==> src/rtl/mem_req_sched.sv <==
// rtl/mem_req_sched.sv - single-port memory request sequencer with in-order store buffer and RAW blocking
module mem_req_sched #(
    parameter int WORD_W   = 32,
    parameter int OP_W     = 4,
    parameter int PDST_W   = 5,
    parameter int SB_DEPTH = 4
) (
    input  logic                          clk,
    input  logic                          rst_n,
    input  logic                          ld_req_valid,
    input  logic [OP_W-1:0]               ld_req_op,
    input  logic [WORD_W-1:0]             ld_req_imm,
    input  logic [WORD_W-1:0]             ld_req_rs1,
    input  logic [PDST_W-1:0]             ld_req_pdst,
    output logic                          ld_req_ready,
    input  logic                          st_push_valid,
    input  logic [OP_W-1:0]               st_push_op,
    input  logic [WORD_W-1:0]             st_push_addr,
    input  logic [WORD_W-1:0]             st_push_data,
    output logic                          st_push_ready,
    input  logic                          mem_ready,
    input  logic [3:0]                    mem_exp_code,
    input  logic                          load_data_valid,
    input  logic                          store_finish,
    output logic                          mem_issue_en,
    output logic [OP_W-1:0]               mem_issue_op,
    output logic [WORD_W-1:0]             mem_issue_imm,
    output logic [WORD_W-1:0]             mem_issue_rs1,
    output logic [WORD_W-1:0]             mem_issue_rs2,
    output logic [PDST_W-1:0]             mem_issue_pdst,
    output logic                          exp_valid,
    output logic                          exp_is_store,
    output logic [PDST_W-1:0]             exp_pdst,
    output logic [$clog2(SB_DEPTH):0]     sb_count,
    output logic                          sb_empty
);

    localparam int SB_AW = $clog2(SB_DEPTH);
    localparam int CNT_W = SB_AW + 1;

    typedef enum logic [1:0] {IDLE, WAIT_LD, WAIT_ST} state_t;

    state_t              r_state;
    logic [OP_W-1:0]     r_sb_op   [SB_DEPTH];
    logic [WORD_W-1:0]   r_sb_addr [SB_DEPTH];
    logic [WORD_W-1:0]   r_sb_data [SB_DEPTH];
    logic [SB_DEPTH-1:0] r_sb_valid;
    logic [SB_AW-1:0]    r_wptr;
    logic [SB_AW-1:0]    r_rptr;
    logic [CNT_W-1:0]    r_count;
    logic                r_exp_valid;
    logic                r_exp_is_store;
    logic [PDST_W-1:0]   r_exp_pdst;

    logic [WORD_W-1:0]   w_ld_addr;
    logic                w_unused_addr_lsb;
    logic                w_hazard;
    logic                w_full;
    logic                w_empty;
    logic                w_idle_ok;
    logic                w_ld_ok;
    logic                w_grant_ld;
    logic                w_grant_st;
    logic                w_issue;
    logic                w_fault;
    logic                w_push;

    assign w_ld_addr         = ld_req_imm + ld_req_rs1;
    assign w_unused_addr_lsb = ^w_ld_addr[1:0];

    // Word-granular match against every live entry; loads never bypass a pending store.
    always_comb begin
        w_hazard = 1'b0;
        for (int i = 0; i < SB_DEPTH; i++) begin
            if (r_sb_valid[i] && (r_sb_addr[i][WORD_W-1:2] == w_ld_addr[WORD_W-1:2])) begin
                w_hazard = 1'b1;
            end
        end
    end

    assign w_full     = (r_count == CNT_W'(SB_DEPTH));
    assign w_empty    = (r_count == '0);
    assign w_idle_ok  = rst_n && (r_state == IDLE) && mem_ready;
    assign w_ld_ok    = ld_req_valid && !w_hazard;
    assign w_grant_ld = w_idle_ok && !w_full && w_ld_ok;
    assign w_grant_st = w_idle_ok && (w_full || (!w_ld_ok && !w_empty));
    assign w_issue    = w_grant_ld || w_grant_st;
    assign w_fault    = w_issue && (mem_exp_code != 4'd0);

    // Full-check uses the registered count only, so a same-cycle pop never frees a slot.
    assign st_push_ready = !w_full;
    assign w_push        = st_push_valid && st_push_ready;

    assign ld_req_ready = w_grant_ld;
    assign mem_issue_en = w_issue;

    always_comb begin
        mem_issue_op   = '0;
        mem_issue_imm  = '0;
        mem_issue_rs1  = '0;
        mem_issue_rs2  = '0;
        mem_issue_pdst = '0;
        if (w_grant_ld) begin
            mem_issue_op   = ld_req_op;
            mem_issue_imm  = ld_req_imm;
            mem_issue_rs1  = ld_req_rs1;
            mem_issue_pdst = ld_req_pdst;
        end else if (w_grant_st) begin
            mem_issue_op  = r_sb_op[r_rptr];
            mem_issue_rs1 = r_sb_addr[r_rptr];
            mem_issue_rs2 = r_sb_data[r_rptr];
        end
    end

    always_ff @(posedge clk) begin
        if (w_push) begin
            r_sb_op[r_wptr]   <= st_push_op;
            r_sb_addr[r_wptr] <= st_push_addr;
            r_sb_data[r_wptr] <= st_push_data;
        end
    end

    always_ff @(posedge clk or negedge rst_n) begin
        if (!rst_n) begin
            r_sb_valid <= '0;
            r_wptr     <= '0;
            r_rptr     <= '0;
            r_count    <= '0;
        end else begin
            if (w_push) begin
                r_sb_valid[r_wptr] <= 1'b1;
                r_wptr             <= r_wptr + SB_AW'(1);
            end
            if (w_grant_st) begin
                r_sb_valid[r_rptr] <= 1'b0;
                r_rptr             <= r_rptr + SB_AW'(1);
            end
            case ({w_push, w_grant_st})
                2'b10:   r_count <= r_count + CNT_W'(1);
                2'b01:   r_count <= r_count - CNT_W'(1);
                default: r_count <= r_count;
            endcase
        end
    end

    always_ff @(posedge clk or negedge rst_n) begin
        if (!rst_n) begin
            r_state        <= IDLE;
            r_exp_valid    <= 1'b0;
            r_exp_is_store <= 1'b0;
            r_exp_pdst     <= '0;
        end else begin
            r_exp_valid    <= w_fault;
            r_exp_is_store <= w_fault && w_grant_st;
            r_exp_pdst     <= (w_fault && w_grant_ld) ? ld_req_pdst : '0;
            case (r_state)
                IDLE: begin
                    // A faulted issue never reaches mem_ctrl's completion path.
                    if (w_issue && !w_fault) begin
                        r_state <= w_grant_ld ? WAIT_LD : WAIT_ST;
                    end
                end
                WAIT_LD: if (load_data_valid) r_state <= IDLE;
                WAIT_ST: if (store_finish)    r_state <= IDLE;
                default: r_state <= IDLE;
            endcase
        end
    end

    assign exp_valid    = r_exp_valid;
    assign exp_is_store = r_exp_is_store;
    assign exp_pdst     = r_exp_pdst;
    assign sb_count     = r_count;
    assign sb_empty     = w_empty;

endmodule

==> config.mk <==
export PLATFORM = sky130hd
export DESIGN_NAME = mem_req_sched
export DESIGN_NICKNAME = d
export VERILOG_FILES = /design/src/rtl/mem_req_sched.sv
export SDC_FILE = /design/constraint.sdc
export NUM_CORES = 1
export LEC_CHECK = 0
export CORE_MARGIN = 1
export CORE_UTILIZATION = 39
export CTS_CLUSTER_DIAMETER = 100
export DETAILED_ROUTE_END_ITERATION = 6
export DONT_BUFFER_PORTS = 1
export SYNTH_ARGS = -nofsm -noshare
export SYNTH_HDL_FRONTEND = slang
export SYNTH_SLANG_ARGS = --single-unit
export TNS_END_PERCENT = 50
==> constraint.sdc <==
create_clock -name clk -period 6.2 [get_ports clk]
set_input_delay 1.24 -clock clk [delete_from_list [all_inputs] [get_ports clk]]
set_output_delay 1.24 -clock clk [all_outputs]
set_load 0.005 [all_outputs]
==> impl_metrics.csv <==
group,metric,value,unit
setup_path,path_class,"primary input to output pin",
logic_synthesis,postSynthRegisterBits,292,
sta,crit_path_setup_slack_layout,-0.0301,ns
floorplanning,die_height,205,µm
run_status,failed_checks,"negative setup slack",
clocking,ctsLongestPathBuffers,3,
sta,worst_hold_slack,0.378,ns
run_status,outcome,"complete, but fails checks",
setup_path,critical_path_arrival,4.99,ns
detailed_routing,route.final.wire_length,47.6,mm
logic_synthesis,top_post_synthesis_cells_by_count,"edfxtp_1, xnor2_1, mux4_2",
detailed_routing,firstDrtPassIters,6,
setup_path,cp_endpoint_kind,"output pin",
setup_path,data_required_time_at_the_worst_endpoint,4.96,ns
sta,period_share,100,%
logic_synthesis,yosysWarnings,0,
detailed_routing,vias,11000,
detailed_routing,wl_per_cell,24.7,µm
hold_path,hold_path_class,"primary input to async pin",
logic_synthesis,library_cell_occupying_the_most_area_in_the_post_synthesis_netlist,"edfxtp_1",
setup_path,cp_max_fo,6,
power_and_ir_drop,ir_drop,309,µV
clocking,tritoncts,"built",
sta,timing.fmax,161,MHz
logic_synthesis,synth.net_count,1390,
placement,place.gp.congestion,0.951,
clocking,cts.htree.levels,1,
placement,dp.final_hpwl,34.5,mm
setup_path,critical-path-max-stage-delay,0.58,ns
logic_synthesis,synth.avg_cell_area,13.4,µm²
setup_path,cpMaxStageDelayCell,"or4_4",
detailed_routing,detail_route.wirelength.met1,19.3,mm
logic_synthesis,synth_seq_area_share,54.0,%
clocking,cts-root-buf,"clkbuf_16",
sta,rsz0062_at_grt,"true",
detailed_routing,met2_wl_post_dr,23.2,mm
logic_synthesis,post_synth_inst_count,1198,
sta,final-max-slew-violation-count,0,
global_route,grt_antenna_before_repair,1,
floorplanning,coreArea,0.0402,mm²
clocking,clkSinkCount,292,
global_route,first_pass_grt_wire_length,68.2,mm
power_and_ir_drop,power-per-cell-area,360,mW/mm²
logic_synthesis,yosys.cell_count.top_type,"edfxtp_1",
sta,tightest_slew,0.726,ns
setup_path,flop2flop_setup_slack,1.95,ns
cells_and_area,final_net_count,1572,
cells_and_area,sequential_cell_area,0.00868,mm²
job,cap_viol_max_count,0,
detailed_routing,route.antenna.remaining_nets,0,
cells_and_area,layout-drive-gt1-share,34.1,%
floorplanning,die_width,205,µm
logic_synthesis,post_synth_instance_area,0.0160,mm²
detailed_routing,dr_wl_met3,3.82,mm
cells_and_area,final.fill_count,3454,
floorplanning,die_area,0.0420,mm²
logic_synthesis,ys.flop_type,"edfxtp_1",
sta,relSlewSlack,51.6,%
detailed_routing,vias_per_cell,5.72,
global_route,gr_ovfl_total,0,
floorplanning,std_cell_rows,73,
sta,finalCriticalPeriod,6.23,ns
placement,port_buffers,0,
sta,hold_violation_total_from_the_final_report,0,
global_route,grt_start_max_net_pins,53,
logic_synthesis,synth_async_sr_flop_share,6.85,%
global_route,grt_pass1_vias,11200,
cells_and_area,multiInputGateArea,0.00780,mm²
logic_synthesis,synth-edff-count,272,
cells_and_area,finalCoreUtilization,49.8,%
global_route,grt_use_total,22.1,%
logic_synthesis,netlist-cell-type-count,87,
sta,setup_viol,7,
power_and_ir_drop,cellLeakagePower,0.00713,µW
clocking,tritoncts.num_buffers,29,
floorplanning,boundaryPins,271,
setup_path,crit_chain,"ha_4 -> a31oi_4 -> a21o_1 -> buf_4 -> a211o_1 -> a211o_1 -> a32oi_2 -> xnor2_1 -> buf_4 -> xor2_1 -> nand3_1 -> or4_4 -> o211ai_4 -> buf_6 -> nor4b_4 -> buf_6 -> buf_8 -> a22o_1",
logic_synthesis,synth_top_cells_by_area,"edfxtp_1, mux4_2, xnor2_1, dfrtp_1, ha_1",
sta,fin_clk_skew,0.0202,ns
clocking,cts_hold_buf,0,
cells_and_area,syn2layout_area_growth,24.8,%
sta,setup_tns,-0.111,ns
placement,detailedPlace.worstSlack,-0.470,ns
detailed_routing,drc,0,
logic_synthesis,synthDominantCellAreaShare,50.9,%
setup_path,worstSetupStartpointType,"primary input",
clocking,worst_skew_pair.late_latency,0.55,ns
floorplanning,initial_utilization,39.9,%
detailed_routing,topRoutingLayerUsed,"met4",
clocking,worst_setup_hold_path_clk_slew,0.07,ns
detailed_routing,first_iter_violations,789,
## cell usage in the layout, fill, tap and decap left out, types with 12 or more instances in the layout
cell type | netlist | final
nand4_1 | 24 | 24
xor2_1 | 49 | 46
ha_1 | 39 | 26
nor2_1 | 48 | 44
nand2_1 | 57 | 54
o21a_1 | 16 | 14
dfrtp_1 | 20 | 18
nor3_1 | 24 | 22
nor2b_1 | 42 | 13
nand3_1 | 13 | 12
nor2b_2 | 0 | 23
buf_4 | 0 | 191
o21ai_0 | 31 | 23
a22o_1 | 39 | 39
xnor2_1 | 74 | 66
inv_1 | 26 | 25
and2_1 | 52 | 50
edfxtp_1 | 272 | 272
a21oi_1 | 43 | 31
a21oi_2 | 4 | 14
mux4_2 | 68 | 68
clkbuf_16 | 0 | 32
## metrics by stage
stage	total power [µW]	instances	cell area, µm²
after floorplan	4420	1198	16000
after detailed placement	5330	1852	18000
after global routing	7560	1929	20000
after global placement	5300	1852	18000
final	7210	1929	20000
after CTS	7180	1920	19400
## layer usage
layer | global-route usage, % | vias to the layer above
li1 | - | 5011
met1 | 27.6 | 5559
met2 | 37.1 | 399
met3 | 5.98 | 65
met4 | 6.74 | 0
met5 | 0 | -
## worst max-delay path, delay by kind of cell
family	cells	cell delay (ns)
adders and majority gates	1	0.26
and+or+nand+nor	3	0.75
xor gates and xnor gates	2	0.31
AOI/OAI and AO/OA	7	1.64
buffers and inverters	5	0.77
## where the power goes
group          leakage (µW)  internal (µW)  total (µW)  switching, µW
combinational       0.00393           1270        2580           1310
clock              0.000460           1010        1750            732
sequential          0.00274           2600        2880            284
## flip-flops by register name, summed over array words and instances, names as in the netlist
| register | cells |
|---|---|
| exp_is_store | 1 |
| exp_pdst | 5 |
| exp_valid | 1 |
| r_rptr | 2 |
| r_sb_addr | 128 |
| r_sb_data | 128 |
| r_sb_op | 16 |
| r_sb_valid | 4 |
| r_state | 2 |
| r_wptr | 2 |
| sb_count | 3 |
## area by class of cell
cell class	instances	share of cell area, %
flip-flops and latches	292	43.3
inverters	26	0.488
multi-input cells	817	39.0
well taps	525	3.28
clock buffers	36	3.86
diodes	1	0.0125
clock inverters	18	0.919
repair buffers	214	9.14
## worst paths after layout
check | start | end | depth (start not counted)
setup / recovery | ld_req_rs1[1] | mem_issue_op[2] | 18
hold / removal | rst_n | exp_is_store$_DFF_PN0_ | 0
setup reg to reg | r_sb_addr[2][20]$_DFFE_PP_ | sb_count[2]$_DFFE_PN0P_ | 20
hold reg to reg | r_state[0]$_DFFE_PN0P_ | r_state[1]$_DFFE_PN0P_ | 1
max in group asynchronous | rst_n | r_rptr[1]$_DFFE_PN0P_ | 0
min in group clk | r_state[0]$_DFFE_PN0P_ | r_state[1]$_DFFE_PN0P_ | 1
## logic make-up (layout without fill, tap and decap cells)
group	Yosys count	in the layout	synth area share, %
other	0	1	0
XOR/XNOR	134	134	8.19
AND/OR/NAND/NOR	335	335	11.6
AO/OA/AOI/OAI	234	234	10.8
multiplexers	74	74	9.94
adder cells (fa/ha/maj)	40	40	3.17
buffers and inverters	89	294	2.29
flip-flops	292	292	54.0
## what timing repair did
item	in CTS	in global routing
pin swaps	4	39
hold endpoints to repair	0	0
resized for setup	72	101
setup endpoints to repair	107	106
setup buffers	12	6
cloned	2	3
Note: power is estimated with default switching activity, not from simulation.
